==> src/rtl/alu_exec_stage_if.sv <==
// Valid/ready bundle between the ALU control unit, the execute stage and its consumer.
// The stage takes the slave side; the producer/consumer pair drives the master side.
interface alu_exec_stage_if #(
  parameter int WIDTH = 32
);
  logic             in_valid;
  logic             in_ready;
  logic [2:0]       ALU_ctrl;
  logic [WIDTH-1:0] a;
  logic [WIDTH-1:0] b;
  logic             out_valid;
  logic             out_ready;
  logic [WIDTH-1:0] result;
  logic             zero;
  logic             overflow;

  modport master (
    output in_valid, ALU_ctrl, a, b, out_ready,
    input  in_ready, out_valid, result, zero, overflow
  );

  modport slave (
    input  in_valid, ALU_ctrl, a, b, out_ready,
    output in_ready, out_valid, result, zero, overflow
  );
endinterface

==> src/rtl/alu_exec_stage.sv <==
// Registered ALU execute stage: computes result/zero/overflow on acceptance and
// holds up to two results in a main + skid pair so in_ready can be registered.
module alu_exec_stage #(
  parameter int WIDTH = 32
) (
  input logic              clk,
  input logic              rst,
  alu_exec_stage_if.slave  bus
);

  typedef enum logic [1:0] {EMPTY, ONE, FULL} state_e;

  typedef struct packed {
    logic [WIDTH-1:0] result;
    logic             zero;
    logic             overflow;
  } entry_t;

  state_e state_q, state_d;
  entry_t main_q, main_d;
  entry_t skid_q, skid_d;
  logic   in_ready_q, in_ready_d;

  logic [WIDTH-1:0] sum;
  logic [WIDTH-1:0] diff;
  logic             ovf_add;
  logic             ovf_sub;
  logic             lt;
  entry_t           new_entry;

  logic in_fire;
  logic out_fire;

  assign in_fire  = bus.in_valid && in_ready_q;
  assign out_fire = (state_q != EMPTY) && bus.out_ready;

  always_comb begin
    sum     = bus.a + bus.b;
    diff    = bus.a - bus.b;
    ovf_add = (bus.a[WIDTH-1] == bus.b[WIDTH-1]) && (sum[WIDTH-1]  != bus.a[WIDTH-1]);
    ovf_sub = (bus.a[WIDTH-1] != bus.b[WIDTH-1]) && (diff[WIDTH-1] != bus.a[WIDTH-1]);
    // Sign of the difference corrected by overflow gives a true signed a < b.
    lt      = diff[WIDTH-1] ^ ovf_sub;

    new_entry = '0;
    case (bus.ALU_ctrl)
      3'b000: begin
        new_entry.result   = sum;
        new_entry.overflow = ovf_add;
      end
      3'b001: begin
        new_entry.result   = diff;
        new_entry.overflow = ovf_sub;
      end
      3'b010:  new_entry.result = bus.a & bus.b;
      3'b011:  new_entry.result = bus.a | bus.b;
      3'b100:  new_entry.result = bus.a ^ bus.b;
      3'b101:  new_entry.result = ~(bus.a | bus.b);
      3'b110:  new_entry.result = {{(WIDTH-1){1'b0}}, lt};
      default: new_entry.result = '0;
    endcase
    new_entry.zero = (new_entry.result == '0);
  end

  always_comb begin
    state_d = state_q;
    main_d  = main_q;
    skid_d  = skid_q;
    case (state_q)
      EMPTY: begin
        if (in_fire) begin
          state_d = ONE;
          main_d  = new_entry;
        end
      end
      ONE: begin
        if (in_fire && out_fire) begin
          main_d = new_entry;
        end else if (in_fire) begin
          state_d = FULL;
          skid_d  = new_entry;
        end else if (out_fire) begin
          state_d = EMPTY;
        end
      end
      FULL: begin
        // in_ready is low here, so only the drain of main can happen.
        if (out_fire) begin
          state_d = ONE;
          main_d  = skid_q;
        end
      end
      default: state_d = EMPTY;
    endcase
    in_ready_d = (state_d != FULL);
  end

  always_ff @(posedge clk) begin
    if (rst) begin
      state_q    <= EMPTY;
      main_q     <= '0;
      skid_q     <= '0;
      in_ready_q <= 1'b1;
    end else begin
      state_q    <= state_d;
      main_q     <= main_d;
      skid_q     <= skid_d;
      in_ready_q <= in_ready_d;
    end
  end

  assign bus.in_ready  = in_ready_q;
  assign bus.out_valid = (state_q != EMPTY);
  assign bus.result    = main_q.result;
  assign bus.zero      = main_q.zero;
  assign bus.overflow  = main_q.overflow;

endmodule

==> src/flat_wrapper.sv <==
// flat-port wrapper written by rule: the top's interface ports become plain ports
module alu_exec_stage_flat 
#(
  parameter int WIDTH = 32
)
  (clk, rst, bus_in_valid, bus_ALU_ctrl, bus_a, bus_b, bus_out_ready, bus_in_ready, bus_out_valid, bus_result, bus_zero, bus_overflow);
  alu_exec_stage_if #(.WIDTH(WIDTH)) bus_i ();
  input logic clk;
  input logic rst;
  input wire logic [$bits(bus_i.in_valid)-1:0] bus_in_valid;
  input wire logic [$bits(bus_i.ALU_ctrl)-1:0] bus_ALU_ctrl;
  input wire logic [$bits(bus_i.a)-1:0] bus_a;
  input wire logic [$bits(bus_i.b)-1:0] bus_b;
  input wire logic [$bits(bus_i.out_ready)-1:0] bus_out_ready;
  output wire logic [$bits(bus_i.in_ready)-1:0] bus_in_ready;
  output wire logic [$bits(bus_i.out_valid)-1:0] bus_out_valid;
  output wire logic [$bits(bus_i.result)-1:0] bus_result;
  output wire logic [$bits(bus_i.zero)-1:0] bus_zero;
  output wire logic [$bits(bus_i.overflow)-1:0] bus_overflow;
  assign bus_i.in_valid = bus_in_valid;
  assign bus_i.ALU_ctrl = bus_ALU_ctrl;
  assign bus_i.a = bus_a;
  assign bus_i.b = bus_b;
  assign bus_i.out_ready = bus_out_ready;
  assign bus_in_ready = bus_i.in_ready;
  assign bus_out_valid = bus_i.out_valid;
  assign bus_result = bus_i.result;
  assign bus_zero = bus_i.zero;
  assign bus_overflow = bus_i.overflow;
  alu_exec_stage #(.WIDTH(WIDTH)) u_core (.clk(clk), .rst(rst), .bus(bus_i));
endmodule
==> config.mk <==
export PLATFORM = sky130hd
export DESIGN_NAME = alu_exec_stage_flat
export DESIGN_NICKNAME = d
export VERILOG_FILES = /design/src/rtl/alu_exec_stage_if.sv /design/src/rtl/alu_exec_stage.sv /design/src/flat_wrapper.sv
export SDC_FILE = /design/constraint.sdc
export NUM_CORES = 1
export LEC_CHECK = 0
export BUFFER_PORTS_ARGS = -buffer_cell sky130_fd_sc_hd__buf_4
export CORE_MARGIN = 2
export CORE_UTILIZATION = 45
export CTS_BUF_LIST = sky130_fd_sc_hd__clkbuf_16
export DETAILED_ROUTE_END_ITERATION = 10
export PLACE_DENSITY = 0.71
export SLEW_MARGIN = 20
export SYNTH_ARGS = -nofsm -noshare
export SYNTH_HDL_FRONTEND = slang
export SYNTH_SLANG_ARGS = --single-unit
==> constraint.sdc <==
create_clock -name clk -period 11 [get_ports clk]
set_input_delay 0.55 -clock clk [delete_from_list [all_inputs] [get_ports clk]]
set_output_delay 0.55 -clock clk [all_outputs]
set_load 0.05 [all_outputs]
==> metrics.csv, run 1 <==
metric;value;unit
starting DRC count in detailed routing;1033;
diodes inserted;0;
routed len/inst;18.96;um
status;complete, no violations;
post-route ant nets;0;
Worst VDD drop;0.08847;mV
drt pass-1 iters;5;
first-pass GRT wire length;48460;um
vias per cell;6.239;
IO Pins;107;
share of layout cells above drive strength 1;11.83;%
Post-synth EDFFs;0;
Clock transition at path regs;0.05;ns
H-tree lvl count;3;
vias in the first global route;8946;
# fillers;2025;
max frequency;0.1870;GHz
Syn Area/Cell;6.985;um^2
Post-CTS Setup Bufs;0;
Cells after Synth;1308;
placed instance area;10010;um^2
WL final;30750;um
fin area;10290;um^2
Layout area overhead;12.60;%
antenna violations before repair;0;
DIE WIDTH;146.5;um
Cell Rows;52;
Final period util;48.62;%
R2R Path End;u_core.bus.zero$_SDFFE_PP0P_;
hpwl dp;23360;um
Worst-Margin Slew;1.145;ns
Leak Pwr;4.464;nW
maxcap violations;0;
Final min period;5.349;ns
Final TNS setup;0;ns
die height;146.5;um
largest net degree at the start of global routing;75;
ys async rst share;0;%
Die Area;21460;um^2
Routability Congestion;0.9467;
Worst Hold Endpoint;u_core.skid_q[3]$_SDFFE_PP0P_;
core footprint;20100;um^2
skew final;0.005593;ns
Max-slew headroom;23.38;%
CTS buffer count;9;
#FFs+latches synth;71;
synth unique cells;90;
DR vias;10120;
HP Class;reg -> reg;
Clock Latency Late Sink;0.33;ns
CP max FO;15;
clk sinks;71;
hold_buf cts;0;
Net count, final;1528;
Hold Crit Start;u_core.skid_q[3]$_SDFFE_PP0P_;
DRC;0;
most common cell after layout, fill and taps aside;nor2_1;
multi-input logic area;6997;um^2
commonest cells after routing, fill and taps aside;nor2_1 (200), a21oi_1 (130), buf_4 (116);
initial core utilization;45.44;%
Root Driver;clkbuf_16;
RSZ-0062 raised after global routing;no;
Setup crit start;bus_b[11];
hold_ws;0.4572;ns
Pwr Density;103.0;nW/um^2
GR Overflow Total;0;
FF-to-FF Start;u_core.state_q[0]$_SDFF_PP0_;
PortBufs;106;
CTS tree;yes;
critical path data arrival time;5.59;ns
CP endpoint kind;flop;
Seq/Total Area, Yosys;15.56;%
Post-synth top flop;dfxtp_1;
GRT Util Overall;27.72;%
final hold violations;0;
WS Path Type;in -> reg;
crit start category;primary input;
CP required;11.25;ns
hold-critical path depth;2;
Yosys warning count;0;
R2R setup slack;8.42;ns
Mapped Area;9136;um^2
Resize count post-CTS;0;
pins over their slew limit;0;
Max clock buf depth;2;
Reg2Reg Depth;8;
Final setup viols;0;
FF+latch area;1421;um^2
Mapped Nets;1489;
[routing by layer]
metal	global-route usage (%)	wire length, um	vias up	share of wire, %
met2	43.96	13700	429	45
met3	3.188	2190	63	7.1
li1	-	-	4810	-
met1	39.56	14070	4817	46
met5	0	0	-	0
met4	8.252	790	0	2.6
[worst max-delay path, cell delays in order]
cell       delay (ns)
buf_4            0.09
inv_1            0.05
ha_1             0.49
or4_1            0.58
nor3_1           0.24
o211ai_1         0.14
nand3b_1         0.23
o211ai_1         0.21
o31ai_1          0.38
a21oi_1          0.13
nor2_1           0.10
nor2_1           0.06
fa_1             0.35
nand2_1          0.06
o211ai_1         0.11
a2bb2oi_1        0.17
a221o_1          0.26
nor2_1           0.08
and4_1           0.18
and4_1           0.16
and4_1           0.22
nand4_1          0.12
nor4_2           0.29
nand3_1          0.15
o31ai_2          0.18
[where the power goes]
group | switching, mW | internal, mW
logic | 0.331 | 0.170
registers | 0.00963 | 0.275
clock network | 0.102 | 0.172
[sequential cells by signal, indices dropped and copies added, names as in the netlist]
| register | flops |
|---|---|
| u_core.skid_q | 34 |
| u_core.bus.result | 32 |
| u_core.state_q | 2 |
| u_core.bus.in_ready | 1 |
| u_core.bus.overflow | 1 |
| u_core.bus.zero | 1 |
[worst max path at each step]
stage                                          endpoint  slack [ns]
after global placement    u_core.skid_q[1]$_SDFFE_PP0P_        5.59
after floorplan           u_core.skid_q[1]$_SDFFE_PP0P_        6.17
final                     u_core.skid_q[1]$_SDFFE_PP0P_        5.65
after global routing      u_core.skid_q[1]$_SDFFE_PP0P_        5.31
after detailed placement  u_core.skid_q[1]$_SDFFE_PP0P_        5.38
after CTS                 u_core.skid_q[1]$_SDFFE_PP0P_        5.70
[cells by family after synthesis]
kind of cell             after synthesis  synth area share (%)
AO/OA/AOI/OAI                        462                 34.96
AND/OR/NAND/NOR                      455                 23.60
buffers and inverters                189                 8.244
adder cells (fa/ha/maj)              110                 15.31
flip-flops                            71                 15.56
XOR/XNOR                              11                 1.055
multiplexers                          10                 1.274
[cell type report]
type                       instances  share of cell area, %
clock buffer                       9                  2.189
clock inverter                     7                 0.5473
inverter                         101                  3.685
multi-input combinational       1048                  68.01
sequential                        71                  13.82
tap                              270                  3.284
timing repair buffer             116                  8.465
[synthesized netlist by cell type, types with 7 or more instances]
master    number  share of area [%]
nor2_1       201                8.3
a21oi_1      130                7.1
ha_1         107                 15
inv_1        100                4.1
nand2_1       84                3.5
a211oi_1      75                6.2
dfxtp_1       71                 16
clkbuf_1      59                2.4
o21ai_0       59                3.2
nor3_1        37                2.0
nor2b_1       24                1.6
buf_2         19                1.0
nand2b_1      19                1.3
o211ai_1      19                1.6
nand3_1       17               0.93
o21a_1        17                1.4
o31ai_1       15                1.2
o22ai_1       12               0.82
a21o_1        11               0.90
nor4_1        11               0.75
a211o_1        9               0.86
xnor2_1        9               0.86
a21boi_0       8               0.66
a31oi_1        8               0.55
and4_1         8               0.77
nand4_1        8               0.55
o31a_1         8               0.77
nand3b_1       7               0.58
o21bai_1       7               0.58
or2_2          7               0.48
[metrics by stage]
stage                     power (mW)  utilization, %  setup slack, ns  instances
after global placement        0.7750           49.77            5.589       1606
after CTS                      1.052           51.17            5.700       1622
final                          1.059           51.17            5.651       1622
after detailed placement      0.7787           49.77            5.379       1606
after floorplan               0.6329               -            6.168       1308
after global routing           1.116           51.17            5.309       1622
No activity file was read; power rests on OpenSTA's default activity.
==> run 2, diff against run 1 <==
==> constraint.sdc (replaced) <==
create_clock -name clk -period 5.2 [get_ports clk]
set_input_delay 0.26 -clock clk [delete_from_list [all_inputs] [get_ports clk]]
set_output_delay 0.26 -clock clk [all_outputs]
set_load 0.05 [all_outputs]
==> metrics.csv, run 2 (synthesized netlist as in run 1, its figures left out) <==
metric;value;unit;change
status;complete, no violations;;unchanged
FF+latch area;1421;um^2;unchanged
PortBufs;106;;unchanged
Worst-Margin Slew;1.068;ns;was 1.145 ns
WL final;30470;um;was 30750 um
placed instance area;10190;um^2;was 10010 um^2
DIE WIDTH;146.5;um;unchanged
Clock Latency Late Sink;0.33;ns;about the same
IO Pins;107;;unchanged
Pwr Density;210.3;nW/um^2;was 103.0 nW/um^2
Leak Pwr;4.563;nW;was 4.464 nW
fin area;10440;um^2;was 10290 um^2
multi-input logic area;6997;um^2;unchanged
Max clock buf depth;2;;unchanged
Root Driver;clkbuf_16;;unchanged
die height;146.5;um;unchanged
commonest cells after routing, fill and taps aside;nor2_1 (200), buf_4 (141), a21oi_1 (130);;was nor2_1 (200), a21oi_1 (130), buf_4 (116)
DRC;0;;unchanged
Layout area overhead;14.26;%;was 12.60%
drt pass-1 iters;6;;was 5
Resize count post-CTS;0;;unchanged
starting DRC count in detailed routing;1062;;was 1033
hold_buf cts;0;;unchanged
Hold Crit Start;bus_out_ready;;was u_core.skid_q[3]$_SDFFE_PP0P_
share of layout cells above drive strength 1;13.24;%;was 11.83%
CP required;5.45;ns;was 11.25 ns
vias in the first global route;9119;;was 8946
Cell Rows;52;;unchanged
skew final;0.005446;ns;was 0.005593 ns
vias per cell;6.190;;was 6.239
largest net degree at the start of global routing;72;;was 75
Max-slew headroom;28.53;%;was 23.38%
crit start category;primary input;;unchanged
most common cell after layout, fill and taps aside;nor2_1;;unchanged
GRT Util Overall;27.55;%;was 27.72%
Clock transition at path regs;0.05;ns;about the same
RSZ-0062 raised after global routing;no;;unchanged
initial core utilization;45.44;%;unchanged
Most flops, register;u_core.skid_q;;unchanged
hpwl dp;23560;um;was 23360 um
first-pass GRT wire length;48400;um;was 48460 um
DR vias;10180;;was 10120
Die Area;21460;um^2;unchanged
Net count, final;1553;;was 1528
FF-to-FF Start;u_core.state_q[0]$_SDFF_PP0_;;unchanged
CP max FO;4;;was 15
pre-CTS WS;0.1996;ns;was 5.379 ns
core footprint;20100;um^2;unchanged
max frequency;0.2120;GHz;
H-tree lvl count;3;;unchanged
Post-CTS Setup Bufs;0;;unchanged
Final TNS setup;0;ns;unchanged
# fillers;2027;;was 2025
antenna violations before repair;0;;unchanged
CP endpoint kind;flop;;unchanged
max reg flops;34;;unchanged
HP Class;in -> reg;;was reg -> reg
Routability Congestion;1.027;;was 0.9467
maxcap violations;0;;unchanged
GR Overflow Total;0;;unchanged
final worst slack;0.4828;ns;was 5.651 ns
CTS tree;yes;;unchanged
Final min period;4.717;ns;
Setup crit start;bus_b[13];;was bus_b[11]
diodes inserted;0;;unchanged
CTS buffer count;9;;unchanged
final hold violations;0;;unchanged
post-route ant nets;0;;unchanged
WS Path Type;in -> reg;;unchanged
critical path data arrival time;4.96;ns;was 5.59 ns
routed len/inst;18.53;um;was 18.96 um
Worst VDD drop;0.1717;mV;was 0.08847 mV
pins over their slew limit;0;;unchanged
Final setup viols;0;;unchanged
clk sinks;71;;unchanged
Final period util;90.72;%;
[run 2: cell count changes in the layout (fill, tap and decap cells not counted), sizes merged]
cell	change
buf	+25
bufinv	-1
clkinv	-1
[run 2: report_power, final]
part	total [mW]	internal (mW)	switching, mW
Combinational	1.08	0.378	0.705
Clock	0.509	0.309	0.201
Sequential	0.603	0.582	0.0204
[run 2: worst max-delay path, cell delays in order]
cell       delay (ns)
buf_4            0.09
inv_1            0.05
ha_1             0.30
or4_1            0.59
nor3_1           0.24
o211ai_1         0.13
nand3b_1         0.19
o211ai_1         0.23
o31ai_1          0.32
a21oi_1          0.13
nor2_1           0.10
nor2_1           0.06
fa_1             0.36
nand2_1          0.07
o211ai_1         0.10
a2bb2oi_1        0.16
a221o_1          0.25
nor2_1           0.08
and4_1           0.19
and4_1           0.17
and4_1           0.19
nand4_1          0.11
nor4_2           0.27
nand3_1          0.14
o31ai_2          0.19
[run 2: final timing paths]
| check | to | slack [ns] | depth (start not counted) |
|---|---|---|---|
| min reg2reg | u_core.bus.result[29]$_SDFFE_PP0P_ | 0.46 | 2 |
| min | u_core.bus.in_ready$_SDFF_PP1_ | 0.24 | 2 |
| max reg2reg | u_core.bus.zero$_SDFFE_PP0P_ | 2.68 | 8 |
| max | u_core.skid_q[1]$_SDFFE_PP0P_ | 0.48 | 25 |
[run 2: layer usage]
layer / vias to the layer above / track usage (%) / part of all wire, %
li1: 4866 / - / -
met1: 4736 / 39.31 / 44
met2: 496 / 42.29 / 43
met3: 85 / 3.906 / 9.1
met4: 0 / 9.951 / 3.2
met5: - / 0 / 0
[run 2: area by class of cell]
type,instances,area share [%]
Multi-Input combinational cell,1048,67.03
Sequential cell,71,13.62
Timing Repair Buffer,141,10.14
Inverter,101,3.632
Tap cell,270,3.236
Clock buffer,9,2.157
Clock inverter,5,0.1918
[run 2: stage by stage]
stage	total power [mW]	std cells	hold WS (ns)	utilization [%]
after global routing	2.323	1645	0.2462	51.92
final	2.196	1645	0.2364	51.92
after CTS	2.182	1645	0.2244	51.92
after floorplan	1.339	1308	0.4366	-
after detailed placement	1.669	1631	0.4509	50.70
after global placement	1.659	1631	0.4432	50.70
==> run 3, diff against run 2 <==
--- a/config.mk
+++ b/config.mk
@@ -11,6 +11,7 @@
 export CTS_BUF_LIST = sky130_fd_sc_hd__clkbuf_16
 export DETAILED_ROUTE_END_ITERATION = 10
 export PLACE_DENSITY = 0.71
+export RECOVER_POWER = 100
 export SLEW_MARGIN = 20
 export SYNTH_ARGS = -nofsm -noshare
 export SYNTH_HDL_FRONTEND = slang
==> metrics.csv, run 3 (synthesized netlist as in run 1, its figures left out) <==
metric;value;unit;change
Reg2Reg Depth;8;;unchanged
GRT Util Overall;27.55;%;unchanged
first-pass GRT wire length;48400;um;unchanged
Layout area overhead;12.19;%;was 14.26%
HP Class;in -> reg;;unchanged
CP endpoint kind;flop;;unchanged
CP max FO;4;;unchanged
skew final;0.005078;ns;was 0.005446 ns
drt pass-1 iters;5;;was 6
hpwl dp;23560;um;unchanged
Net count, final;1553;;unchanged
starting DRC count in detailed routing;1012;;was 1062
Final period util;92.02;%;was 90.72%
final hold violations;0;;unchanged
IO Pins;107;;unchanged
CP max-delay cell;or4_1;;unchanged
clk sinks;71;;unchanged
R2R Path End;u_core.bus.zero$_SDFFE_PP0P_;;unchanged
# fillers;2102;;was 2027
placed instance area;10190;um^2;unchanged
diodes inserted;0;;unchanged
crit start category;primary input;;unchanged
Hold Crit Start;bus_out_ready;;unchanged
PortBufs;106;;unchanged
Most flops, register;u_core.skid_q;;unchanged
critical path data arrival time;5.03;ns;was 4.96 ns
Final TNS setup;0;ns;unchanged
WL final;30520;um;was 30470 um
vias in the first global route;9119;;unchanged
Routability Congestion;1.027;;unchanged
antenna violations before repair;0;;unchanged
DR vias;10170;;was 10180
Max-slew headroom;17.14;%;was 28.53%
RSZ-0062 raised after global routing;no;;unchanged
Clock Latency Late Sink;0.33;ns;about the same
die height;146.5;um;unchanged
slowest cell delay on critical path;0.59;ns;about the same
max frequency;0.2090;GHz;was 0.2120 GHz
Post-CTS Setup Bufs;0;;unchanged
most common cell after layout, fill and taps aside;nor2_1;;unchanged
WS Path Type;in -> reg;;unchanged
pins over their slew limit;0;;unchanged
core footprint;20100;um^2;unchanged
Max clock buf depth;2;;unchanged
status;complete, no violations;;unchanged
Cell Rows;52;;unchanged
Root Driver;clkbuf_16;;unchanged
Die Area;21460;um^2;unchanged
largest net degree at the start of global routing;72;;unchanged
pre-CTS WS;0.1996;ns;unchanged
routed len/inst;18.55;um;was 18.53 um
hold_ws;0.2353;ns;was 0.2364 ns
GR Overflow Total;0;;unchanged
final worst slack;0.4147;ns;was 0.4828 ns
Leak Pwr;4.376;nW;was 4.563 nW
DIE WIDTH;146.5;um;unchanged
R2R setup slack;2.66;ns;was 2.68 ns
hold_buf cts;0;;unchanged
commonest cells after routing, fill and taps aside;nor2_1 (200), a21oi_1 (130), ha_1 (107);;was nor2_1 (200), buf_4 (141), a21oi_1 (130)
H-tree lvl count;3;;unchanged
Worst-Margin Slew;1.243;ns;was 1.068 ns
CP required;5.44;ns;was 5.45 ns
initial core utilization;45.44;%;unchanged
FF+latch area;1421;um^2;unchanged
CTS buffer count;9;;unchanged
fin area;10250;um^2;was 10440 um^2
Final min period;4.785;ns;was 4.717 ns
DRC;0;;unchanged
share of layout cells above drive strength 1;9.745;%;was 13.24%
vias per cell;6.181;;was 6.190
maxcap violations;0;;unchanged
FF-to-FF Start;u_core.state_q[0]$_SDFF_PP0_;;unchanged
Pwr Density;211.4;nW/um^2;was 210.3 nW/um^2
cell count after placement;1631;;unchanged
max reg flops;34;;unchanged
CTS tree;yes;;unchanged
hold-critical path depth;2;;unchanged
Worst Hold Endpoint;u_core.bus.in_ready$_SDFF_PP1_;;unchanged
Final setup viols;0;;unchanged
post-route ant nets;0;;unchanged
Clock transition at path regs;0.05;ns;about the same
Worst VDD drop;0.1714;mV;was 0.1717 mV
Post-Layout Cell Count;1645;;unchanged
multi-input logic area;6973;um^2;was 6997 um^2
Resize count post-CTS;0;;unchanged
[run 3: cell type report]
class | instances | area share, %
repair buffers | 141 | 8.716
multi-input cells | 1048 | 68.03
clock inverters | 5 | 0.1953
inverters | 101 | 3.699
well taps | 270 | 3.296
clock buffers | 9 | 2.197
flip-flops and latches | 71 | 13.87
[run 3: where the power goes]
group          leakage [nW]  total, mW  switching, mW  internal [mW]
Clock                 0.129      0.511          0.202          0.309
Combinational          3.67       1.05          0.702          0.352
Sequential            0.580      0.602         0.0200          0.582
[run 3: critical path, delay by kind of cell]
kind | cells | cell delay (ns)
adders and majority gates | 2 | 0.65
AOI/OAI and AO/OA | 8 | 1.58
buffers and inverters | 2 | 0.14
and+or+nand+nor | 13 | 2.40
[run 3: worst max path at each step]
stage	startpoint	to	slack (ns)
global route	bus_b[12]	u_core.skid_q[1]$_SDFFE_PP0P_	0.08
global placement	bus_b[10]	u_core.skid_q[1]$_SDFFE_PP0P_	0.30
finish	bus_b[13]	u_core.skid_q[1]$_SDFFE_PP0P_	0.41
floorplan	bus_b[8]	u_core.skid_q[1]$_SDFFE_PP0P_	0.66
detailed placement	bus_b[10]	u_core.skid_q[1]$_SDFFE_PP0P_	0.20
CTS	bus_b[10]	u_core.skid_q[1]$_SDFFE_PP0P_	0.51
[run 3: routing by layer]
layer / GRT usage, % / vias up / share of wire (%) / wire length, um
met3: 3.906 / 82 / 9.1 / 2774
met5: 0 / - / 0 / 0
met2: 42.29 / 496 / 43 / 13120
met4: 9.951 / 0 / 3.2 / 982
met1: 39.31 / 4722 / 45 / 13640
li1: - / 4867 / - / -
[run 3: stage by stage]
step           util (%)  power, mW
3_3_place_gp      50.70      1.659
2_1_floorplan         -      1.339
5_1_grt           50.98      2.294
3_5_place_dp      50.70      1.669
6_report          50.98      2.167
4_1_cts           51.92      2.182
